<file path="config.mk">
export PLATFORM = sky130hd
export DESIGN_NAME = p405s_timerctl
export DESIGN_NICKNAME = d
export VERILOG_FILES = /design/src/rtl/p405s_timerctl_pkg.sv /design/src/rtl/p405s_timerctl_tap.sv /design/src/rtl/p405s_timerctl.sv
export SDC_FILE = /design/constraint.sdc
export NUM_CORES = 1
export LEC_CHECK = 0
export CAP_MARGIN = 20
export CORE_MARGIN = 4
export CORE_UTILIZATION = 46
export CTS_BUF_LIST = sky130_fd_sc_hd__clkbuf_4
export CTS_CLUSTER_DIAMETER = 120
export DETAILED_ROUTE_END_ITERATION = 8
export GPL_ROUTABILITY_DRIVEN = 0
export PLACE_DENSITY = 0.79
export RECOVER_POWER = 100
export SKIP_CTS_REPAIR_TIMING = 1
export SYNTH_ARGS = -nofsm -noshare
export SYNTH_HDL_FRONTEND = slang
export SYNTH_HIERARCHICAL = 1
export SYNTH_SLANG_ARGS = --single-unit
</file>
<file path="constraint.sdc">
create_clock -name CB -period 2.6 [get_ports CB]
set_input_delay 0.52 -clock CB [delete_from_list [all_inputs] [get_ports CB]]
set_output_delay 0.52 -clock CB [all_outputs]
set_load 0.005 [all_outputs]
</file>
<file path="src/rtl/p405s_timerctl_pkg.sv">
// Shared constants for the PPC405 timer event controller: TSR field positions,
// time-base tap selections and the reset-hold FSM encoding.
package p405s_timerPkg;

    localparam int TSR_ENW  = 0;
    localparam int TSR_WIS  = 1;
    localparam int TSR_WRS0 = 2;
    localparam int TSR_WRS1 = 3;
    localparam int TSR_PIS  = 4;
    localparam int TSR_FIS  = 5;

    // TBL bit numbers (bit 0 = MSB) for period selects 00..11
    localparam int WD_TAP_0  = 15;
    localparam int WD_TAP_1  = 11;
    localparam int WD_TAP_2  = 7;
    localparam int WD_TAP_3  = 3;
    localparam int FIT_TAP_0 = 23;
    localparam int FIT_TAP_1 = 19;
    localparam int FIT_TAP_2 = 15;
    localparam int FIT_TAP_3 = 11;

    localparam int RST_HOLD_CYCLES_DEF = 64;

    typedef enum logic {
        ST_RUN      = 1'b0,
        ST_RST_HOLD = 1'b1
    } tctl_state_e;

endpackage

</file>
<file path="src/rtl/p405s_timerctl_tap.sv">
// Time-base tap selector with rising-edge detect; a change of the select
// re-seeds the history so switching taps can never fake an edge.
module p405s_timerTap (
    input  logic       CB,
    input  logic       resetCoreN,
    input  logic [3:0] taps,
    input  logic [1:0] sel,
    output logic       rise
);

    logic       tap_cur;
    logic       prev_tap_d, prev_tap_q;
    logic [1:0] sel_d, sel_q;

    always_comb begin
        tap_cur    = taps[sel];
        prev_tap_d = tap_cur;
        sel_d      = sel;
        rise       = tap_cur & ~prev_tap_q & (sel == sel_q);
    end

    always_ff @(posedge CB or negedge resetCoreN) begin
        if (!resetCoreN) begin
            prev_tap_q <= 1'b0;
            sel_q      <= 2'b00;
        end else begin
            prev_tap_q <= prev_tap_d;
            sel_q      <= sel_d;
        end
    end

endmodule

</file>
<file path="src/rtl/p405s_timerctl.sv">
// Watchdog / FIT / PIT event controller: turns time-base taps and the PIT
// decrementer into one-cycle TSR set strobes and sequences watchdog reset.
module p405s_timerctl
    import p405s_timerPkg::*;
#(
    parameter int RST_HOLD_CYCLES = RST_HOLD_CYCLES_DEF
) (
    input  logic        CB,
    input  logic        resetCoreN,
    input  logic [0:31] TBL,
    input  logic        tbEnable,
    input  logic [0:1]  tcrWp,
    input  logic [0:1]  tcrWrc,
    input  logic        tcrWie,
    input  logic        tcrPie,
    input  logic        tcrFie,
    input  logic [0:1]  tcrFp,
    input  logic        tcrAre,
    input  logic [0:5]  timerStatusOutL2,
    input  logic        pitWrEn,
    input  logic [0:31] pitWrData,
    output logic [0:31] pitValue,
    output logic        wdPulse,
    output logic        hwSetWdIntrp,
    output logic        hwSetWdRst,
    output logic        hwSetFitStatus,
    output logic        hwSetPitStatus,
    output logic [0:1]  wdRstType,
    output logic        wdIntrpReq,
    output logic        pitIntrpReq,
    output logic        fitIntrpReq,
    output logic [0:1]  resetReq
);

    localparam int CW = $clog2(RST_HOLD_CYCLES + 1);

    logic wd_rise, fit_rise, run;
    logic tbl_unused;

    tctl_state_e state_d, state_q;
    logic [CW-1:0] hold_cnt_d, hold_cnt_q;
    logic [1:0]    wrc_d, wrc_q;
    logic [31:0]   pit_cnt_d, pit_cnt_q, pit_reload_d, pit_reload_q;
    logic          wd_pulse_d, wd_pulse_q, wd_intrp_d, wd_intrp_q, wd_rst_d, wd_rst_q;
    logic [1:0]    wd_rst_type_d, wd_rst_type_q;
    logic          fit_set_d, fit_set_q, pit_set_d, pit_set_q;
    logic          wd_irq_d, wd_irq_q, pit_irq_d, pit_irq_q, fit_irq_d, fit_irq_q;

    // Only the six tap bits matter; fold the rest so lint sees them consumed.
    assign tbl_unused = ^TBL;

    p405s_timerTap u_wd_tap (
        .CB         (CB),
        .resetCoreN (resetCoreN),
        .taps       ({TBL[WD_TAP_3], TBL[WD_TAP_2], TBL[WD_TAP_1], TBL[WD_TAP_0]}),
        .sel        (tcrWp),
        .rise       (wd_rise)
    );

    p405s_timerTap u_fit_tap (
        .CB         (CB),
        .resetCoreN (resetCoreN),
        .taps       ({TBL[FIT_TAP_3], TBL[FIT_TAP_2], TBL[FIT_TAP_1], TBL[FIT_TAP_0]}),
        .sel        (tcrFp),
        .rise       (fit_rise)
    );

    always_comb begin
        state_d       = state_q;
        hold_cnt_d    = hold_cnt_q;
        wrc_d         = wrc_q;
        pit_cnt_d     = pit_cnt_q;
        pit_reload_d  = pit_reload_q;
        wd_pulse_d    = 1'b0;
        wd_intrp_d    = 1'b0;
        wd_rst_d      = 1'b0;
        wd_rst_type_d = 2'b00;
        pit_set_d     = 1'b0;
        run           = (state_q == ST_RUN);
        fit_set_d     = fit_rise & run;

        if (wd_rise && run) begin
            if (!timerStatusOutL2[TSR_ENW]) begin
                wd_pulse_d = 1'b1;
            end else if (!timerStatusOutL2[TSR_WIS]) begin
                wd_pulse_d = 1'b1;
                wd_intrp_d = 1'b1;
            end else if (timerStatusOutL2[TSR_WRS0:TSR_WRS1] == 2'b00 && tcrWrc != 2'b00) begin
                wd_rst_d      = 1'b1;
                wd_rst_type_d = tcrWrc;
                wrc_d         = tcrWrc;
                state_d       = ST_RST_HOLD;
                hold_cnt_d    = CW'(RST_HOLD_CYCLES - 1);
            end else begin
                // Reset disabled or already recorded: the event is only a tick.
                wd_pulse_d = 1'b1;
            end
        end

        if (state_q == ST_RST_HOLD) begin
            if (hold_cnt_q == '0) begin
                state_d = ST_RUN;
            end else begin
                hold_cnt_d = hold_cnt_q - 1'b1;
            end
        end

        if (pitWrEn) begin
            pit_cnt_d    = pitWrData;
            pit_reload_d = pitWrData;
        end else if (tbEnable) begin
            if (pit_cnt_q > 32'd1) begin
                pit_cnt_d = pit_cnt_q - 32'd1;
            end else if (pit_cnt_q == 32'd1) begin
                pit_set_d = 1'b1;
                pit_cnt_d = tcrAre ? pit_reload_q : 32'd0;
            end
        end

        wd_irq_d  = timerStatusOutL2[TSR_WIS] & tcrWie;
        pit_irq_d = timerStatusOutL2[TSR_PIS] & tcrPie;
        fit_irq_d = timerStatusOutL2[TSR_FIS] & tcrFie;
    end

    always_ff @(posedge CB or negedge resetCoreN) begin
        if (!resetCoreN) begin
            state_q       <= ST_RUN;
            hold_cnt_q    <= '0;
            wrc_q         <= 2'b00;
            pit_cnt_q     <= 32'd0;
            pit_reload_q  <= 32'd0;
            wd_pulse_q    <= 1'b0;
            wd_intrp_q    <= 1'b0;
            wd_rst_q      <= 1'b0;
            wd_rst_type_q <= 2'b00;
            fit_set_q     <= 1'b0;
            pit_set_q     <= 1'b0;
            wd_irq_q      <= 1'b0;
            pit_irq_q     <= 1'b0;
            fit_irq_q     <= 1'b0;
        end else begin
            state_q       <= state_d;
            hold_cnt_q    <= hold_cnt_d;
            wrc_q         <= wrc_d;
            pit_cnt_q     <= pit_cnt_d;
            pit_reload_q  <= pit_reload_d;
            wd_pulse_q    <= wd_pulse_d;
            wd_intrp_q    <= wd_intrp_d;
            wd_rst_q      <= wd_rst_d;
            wd_rst_type_q <= wd_rst_type_d;
            fit_set_q     <= fit_set_d;
            pit_set_q     <= pit_set_d;
            wd_irq_q      <= wd_irq_d;
            pit_irq_q     <= pit_irq_d;
            fit_irq_q     <= fit_irq_d;
        end
    end

    assign pitValue       = pit_cnt_q;
    assign wdPulse        = wd_pulse_q;
    assign hwSetWdIntrp   = wd_intrp_q;
    assign hwSetWdRst     = wd_rst_q;
    assign wdRstType      = wd_rst_type_q;
    assign hwSetFitStatus = fit_set_q;
    assign hwSetPitStatus = pit_set_q;
    assign wdIntrpReq     = wd_irq_q;
    assign pitIntrpReq    = pit_irq_q;
    assign fitIntrpReq    = fit_irq_q;
    // Reset request is tied to the hold state so an async reset drops it at once.
    assign resetReq       = (state_q == ST_RST_HOLD) ? wrc_q : 2'b00;

endmodule

</file>
* After elaboration in Yosys (flattened, before gate mapping)
Cells that the tools add are included.
** Cells by class
- Add/sub/neg operators :: 2
- Order comparisons :: 3
- Equality and inequality tests :: 3
- Mux-type cells :: 41
- Bitwise operators :: 11
- Reductions and logical operators :: 9
** Operator list (count)
- $mux 32 :: 5
- $mux 7 :: 6
- $eq 32x1->1 const B :: 1
- $gt 32x1->1 const B :: 1
- $sub 32x1->32 const B :: 1
- $mux 1 :: 23
- $mux 2 :: 5
- $and 1x1->1 :: 8
- $logic_not 7->1 :: 1
- $sub 7x1->7 const B :: 1
- $lt 2x3->1 const B :: 2
- $bmux 1 s2 :: 2
- $eq 2x2->1 :: 2
- $reduce_and 4->1 :: 1
- $reduce_bool 2->1 :: 2
- $not 1->1 :: 3
- $reduce_bool 3->1 :: 1
- $logic_and 1x1->1 :: 2
- $logic_not 2->1 :: 1
- $reduce_and 2->1 :: 1
** Word-level totals
- Flip-flop bits (word level) :: 90
- Bits of input ports :: 84
- Output and inout bits :: 44
- Word-level logic and storage cells :: 87

* Longest topological paths before layout
Gate-level depths: netlist of run 1.
- Word-level depth :: 8
- Mapped depth :: 10
- Mapped depth without buffers :: 8

* By module
The synthesis of run 1 kept the hierarchy.
** Modules (own cells, without submodules)
- p405s_timerctl :: times used 1, cells an instance 499, area an instance 4624.4 µm², seq. area each 2102.0 µm²
- p405s_timerTap :: times used 2, cells an instance 7, area an instance 138.9 µm², seq. area each 75.1 µm²

* Least setup slack after synthesis of run 1
OpenSTA, ideal clock, no wires.
- Path type :: register to register
- Start point :: register pit_cnt_q[0], in the netlist pitValue[31]
- End point :: register pit_cnt_q[30], in the netlist pitValue[1]
- Library setup time :: 0.126 ns
- Arrival time :: 2.516 ns
- Data required time :: 2.474 ns
- Slack :: -0.042 ns
- Stages on the path, launching flop included :: 10
- Path buffers :: 1
- Clock period less this slack :: 2.642 ns
- Cell sequence :: dfrtp_1 inv_1 ha_1 or3b_2 or4_4 buf_6 nor4_4 xnor2_1 a221oi_2 a221o_1
** On the way
- Longest elaborated chain between the ends :: 4
- Elaborated cells on any way between the ends :: 8
- Those cells by class :: add/sub: 1; order compare: 1; eq/ne: 1; mux: 3; reduce/logical: 2
** RTL lines
- from (decl) :: line p405s_timerctl.sv:43 : logic [31:0] pit_cnt_d, pit_cnt_q, pit_reload_d, pit_reload_q;
- from (signal assigned) :: line p405s_timerctl.sv:145 : pit_cnt_q <= pit_cnt_d;
- $sub 32x1->32 or $gt 32x1->1 (tied branches) :: line p405s_timerctl.sv:113, p405s_timerctl.sv:112
- $mux 32 :: line p405s_timerctl.sv:112 : if (pit_cnt_q > 32'd1) begin
- $mux 32 :: line p405s_timerctl.sv:111 : end else if (tbEnable) begin
- $mux 32 :: line p405s_timerctl.sv:108 : if (pitWrEn) begin
Parallel ways exist; a longest one is shown, timed or not. The select of a mux whose other input is x is not followed.
A chain may end at the register's enable or synchronous reset.

* Worst setup path after layout of run 1
- Start point :: register pit_cnt_q[28], in the netlist pitValue[3]
- End point :: register pit_cnt_q[31], in the netlist pitValue[0]
The elaborated chain is that of the path after synthesis.

==> results of run 1 <==
-- routing by layer --
layer  global-route usage, %  part of all wire [%]
met3                    7.31                   9.2
met5                       0                     0
met1                    27.8                    41
met4                    5.60                  0.83
met2                    37.8                    49
-- power by group --
group / leakage, nW / switching, W / total, W / internal, W
clock: 0.0655 / 0.000485 / 0.000681 / 0.000196
combinational: 1.55 / 0.000432 / 0.000870 / 0.000438
sequential: 1.12 / 0.000114 / 0.00164 / 0.00153
-- stage by stage --
step / total power (W) / worst slack [ns] / util [%]
5_1_grt: 0.00338 / 0.00770 / 61.5
6_report: 0.00319 / 0.110 / 61.5
3_5_place_dp: 0.00258 / 0.0512 / 61.2
4_1_cts: 0.00327 / 0.0338 / 62.3
2_1_floorplan: 0.00210 / 0.0869 / -
3_3_place_gp: 0.00255 / 0.0998 / 61.2
-- sequential cells by signal, indices dropped and copies added, names as in the netlist --
| signal | count |
|---|---|
| wrc_q | 2 |
| u_wd_tap/sel_q | 2 |
| hwSetWdIntrp | 1 |
| u_fit_tap/sel_q | 2 |
| wdPulse | 1 |
| hwSetWdRst | 1 |
| wdRstType | 2 |
| state_q | 1 |
| hwSetFitStatus | 1 |
| hold_cnt_q | 7 |
| fitIntrpReq | 1 |
| pit_reload_q | 32 |
| wdIntrpReq | 1 |
| pitIntrpReq | 1 |
| hwSetPitStatus | 1 |
| u_wd_tap/prev_tap_q | 1 |
| pitValue | 32 |
| u_fit_tap/prev_tap_q | 1 |
-- kinds of logic (layout without fill, tap and decap cells) --
kind of cell	after synthesis	after routing	share of synthesized area, %
AND/OR/NAND/NOR	181	181	20.9
AO/OA/AOI/OAI	146	146	19.2
flip-flops	90	90	45.9
buffers and inverters	54	192	4.80
XOR/XNOR	20	20	3.57
multiplexers	19	19	4.82
adder cells (fa/ha/maj)	3	3	0.766
-- worst paths after layout --
check	depth (start not counted)	end	slack (ns)
min in group asynchronous	2	pitValue[5]$_DFFE_PN0P_	0.67
min reg2reg	1	wrc_q[1]$_DFFE_PN0P_	0.50
max reg2reg	6	pitValue[0]$_DFFE_PN0P_	0.11
max in group asynchronous	3	pitValue[22]$_DFFE_PN0P_	0.55
max	6	pitValue[0]$_DFFE_PN0P_	0.11
min	1	wrc_q[1]$_DFFE_PN0P_	0.50
-- final cells by class --
cell class	instances	share of cell area, %
sequential	90	35.3
tap	136	2.67
clock buffer	9	1.06
timing repair buffer	150	21.1
multi-input combinational	369	37.6
inverter	26	1.53
clock inverter	7	0.687
-- Yosys cell counts, types with 3 or more instances --
| cell type | count | area (µm²) |
|---|---|---|
| nor4_2 | 4 | 50.1 |
| and3_1 | 7 | 43.8 |
| clkbuf_1 | 19 | 71.3 |
| a21oi_1 | 44 | 220 |
| a211oi_1 | 4 | 30.0 |
| o22a_1 | 3 | 26.3 |
| buf_6 | 3 | 33.8 |
| nand3_1 | 6 | 30.0 |
| ha_1 | 3 | 37.5 |
| a31oi_1 | 19 | 119 |
| a21o_1 | 4 | 30.0 |
| buf_2 | 5 | 25.0 |
| a221oi_1 | 7 | 61.3 |
| or4_1 | 5 | 37.5 |
| xnor2_1 | 10 | 87.6 |
| nor4_1 | 12 | 75.1 |
| xor2_1 | 10 | 87.6 |
| o22ai_1 | 6 | 37.5 |
| nand2b_1 | 3 | 18.8 |
| nand2_1 | 49 | 184 |
| mux2_2 | 17 | 191 |
| and2_1 | 8 | 50.1 |
| or3_1 | 6 | 37.5 |
| inv_1 | 25 | 93.8 |
| a2bb2oi_1 | 4 | 35.0 |
| dfrtp_1 | 90 | 2250 |
| a221o_1 | 3 | 30.0 |
| or4_4 | 3 | 33.8 |
| o21ai_0 | 28 | 140 |
| nand4_1 | 8 | 50.1 |
| nor2_1 | 35 | 131 |
| a211o_1 | 5 | 43.8 |
| nor3_1 | 20 | 100 |
==> results.toml, run 1 <==
[outcome]
outcome = "finished, final reports clean"

[synth]
syn_avg_cell_area_um2 = 9.56
synthCells = 513
ys_seq_elements = 90
synth_area_um2 = 4900
synth_ff_type = "dfrtp_1"
synth_cell_type_count = 62
synth_nets = 600
synth_warnings = 6
synth_edf_count = 0
async_flop_share_pct = 100
ys_seq_area_share_pct = 45.9

[routing]
first_pass_iters = 5
drcViolationCount = 0
wl_um = 13700
route.detailed.wl_per_inst_um = 17.4
drtAntennaViolNets = 0
num_vias = 4627
drt_iter0_drc = 401
vias_per_cell = 5.88

[sta]
finalHoldWorstSlack_ns = 0.502
min_period_ns = 2.49
grt_setup_unrepaired = "false"
worst_pin_slew_ns = 0.846
fmax_mhz = 402
tns_ns = 0
setup_viol = 0
fin_skew_ns = 0.0164
fin_crit_sh_pct = 95.8
hold_viol = 0
max_slew_margin_pct = 43.6
drv_slew = 0

[hold_path]
hold_path.class = "reg2reg"
hp-start = "wrc_q[1]$_DFFE_PN0P_"

[placed_design]
placed_area_um2 = 6350
io_buffers = 101
place_inst = 769
dp_hpwl_um = 10000

[floorplan]
dieArea_um2 = 12400
io_pins = 128
die_w_um = 111
initial_core_util_pct = 47.3
rows = 37
core_um2 = 10400
die_y_um = 111

[clock_network]
ctsHtreeMaxLevel = 3
clock_latency_ns = 0.45
cts_tree = "yes"
cts-root-buf = "clkbuf_4"
clock_sinks = 90
cts_buffer_depth = 2
cts.clk_slew.worst_paths_ns = 0.15
cts-buffers-inserted = 9

[setup_path]
critical_path_class = "reg2reg"
crit_slowest_cell = "or4b_2"
crit_family = "simple AND/OR/NAND/NOR gates"
start_kind = "flip-flop"
max_stage_delay_ns = 0.65
critPathArrivalTime_ns = 2.85
critPathBufInv = 0
cp-end-kind = "flip-flop"
crit_start = "pitValue[3]$_DFFE_PN0P_"
r2r_start = "pitValue[3]$_DFFE_PN0P_"
path_cells = "or4_4, or4b_2, nor4_2, xnor2_1, a211oi_1, a221o_1"
cp.required_ns = 2.96
cp_max_fo = 6

[finish]
multiInputGateArea_um2 = 2400
n_antenna_cell = 0
drive_gt1_share_pct = 12.9
final-seq-area_um2 = 2250
nets = 733
nFillCells = 908
final_common_cell = "dfrtp_1"
fin_area_um2 = 6370
area_delta_synth_final_pct = 30.0
final_cell_mix = "dfrtp_1 (90), clkdlybuf4s50_1 (63), nand2_1 (49)"
fin_cells = 787

[pwr]
p_leak_nw = 2.73
peakVddDrop_uv = 249
powerDensity_nw_per_um2 = 501

[global_route]
antenna_found_initial = 0
grt_util_all_layers_pct = 22.4
gr-total-overflow = 0
grt_max_degree = 86
grt_pass1_wl_um = 22900
grt_pass1_vias = 4728

[flow_run]
cap_violations = 0
(Power assumes the default switching activity.)
==> run 2: changes to the inputs <==
--- a/config.mk
+++ b/config.mk
@@ -15,6 +15,7 @@
 export PLACE_DENSITY = 0.79
 export RECOVER_POWER = 100
 export SKIP_CTS_REPAIR_TIMING = 1
+export SLEW_MARGIN = 20
 export SYNTH_ARGS = -nofsm -noshare
 export SYNTH_HDL_FRONTEND = slang
 export SYNTH_HIERARCHICAL = 1
==> results of run 2 <==
No change in the layout: final DEF, timing and power equal those of run 1.
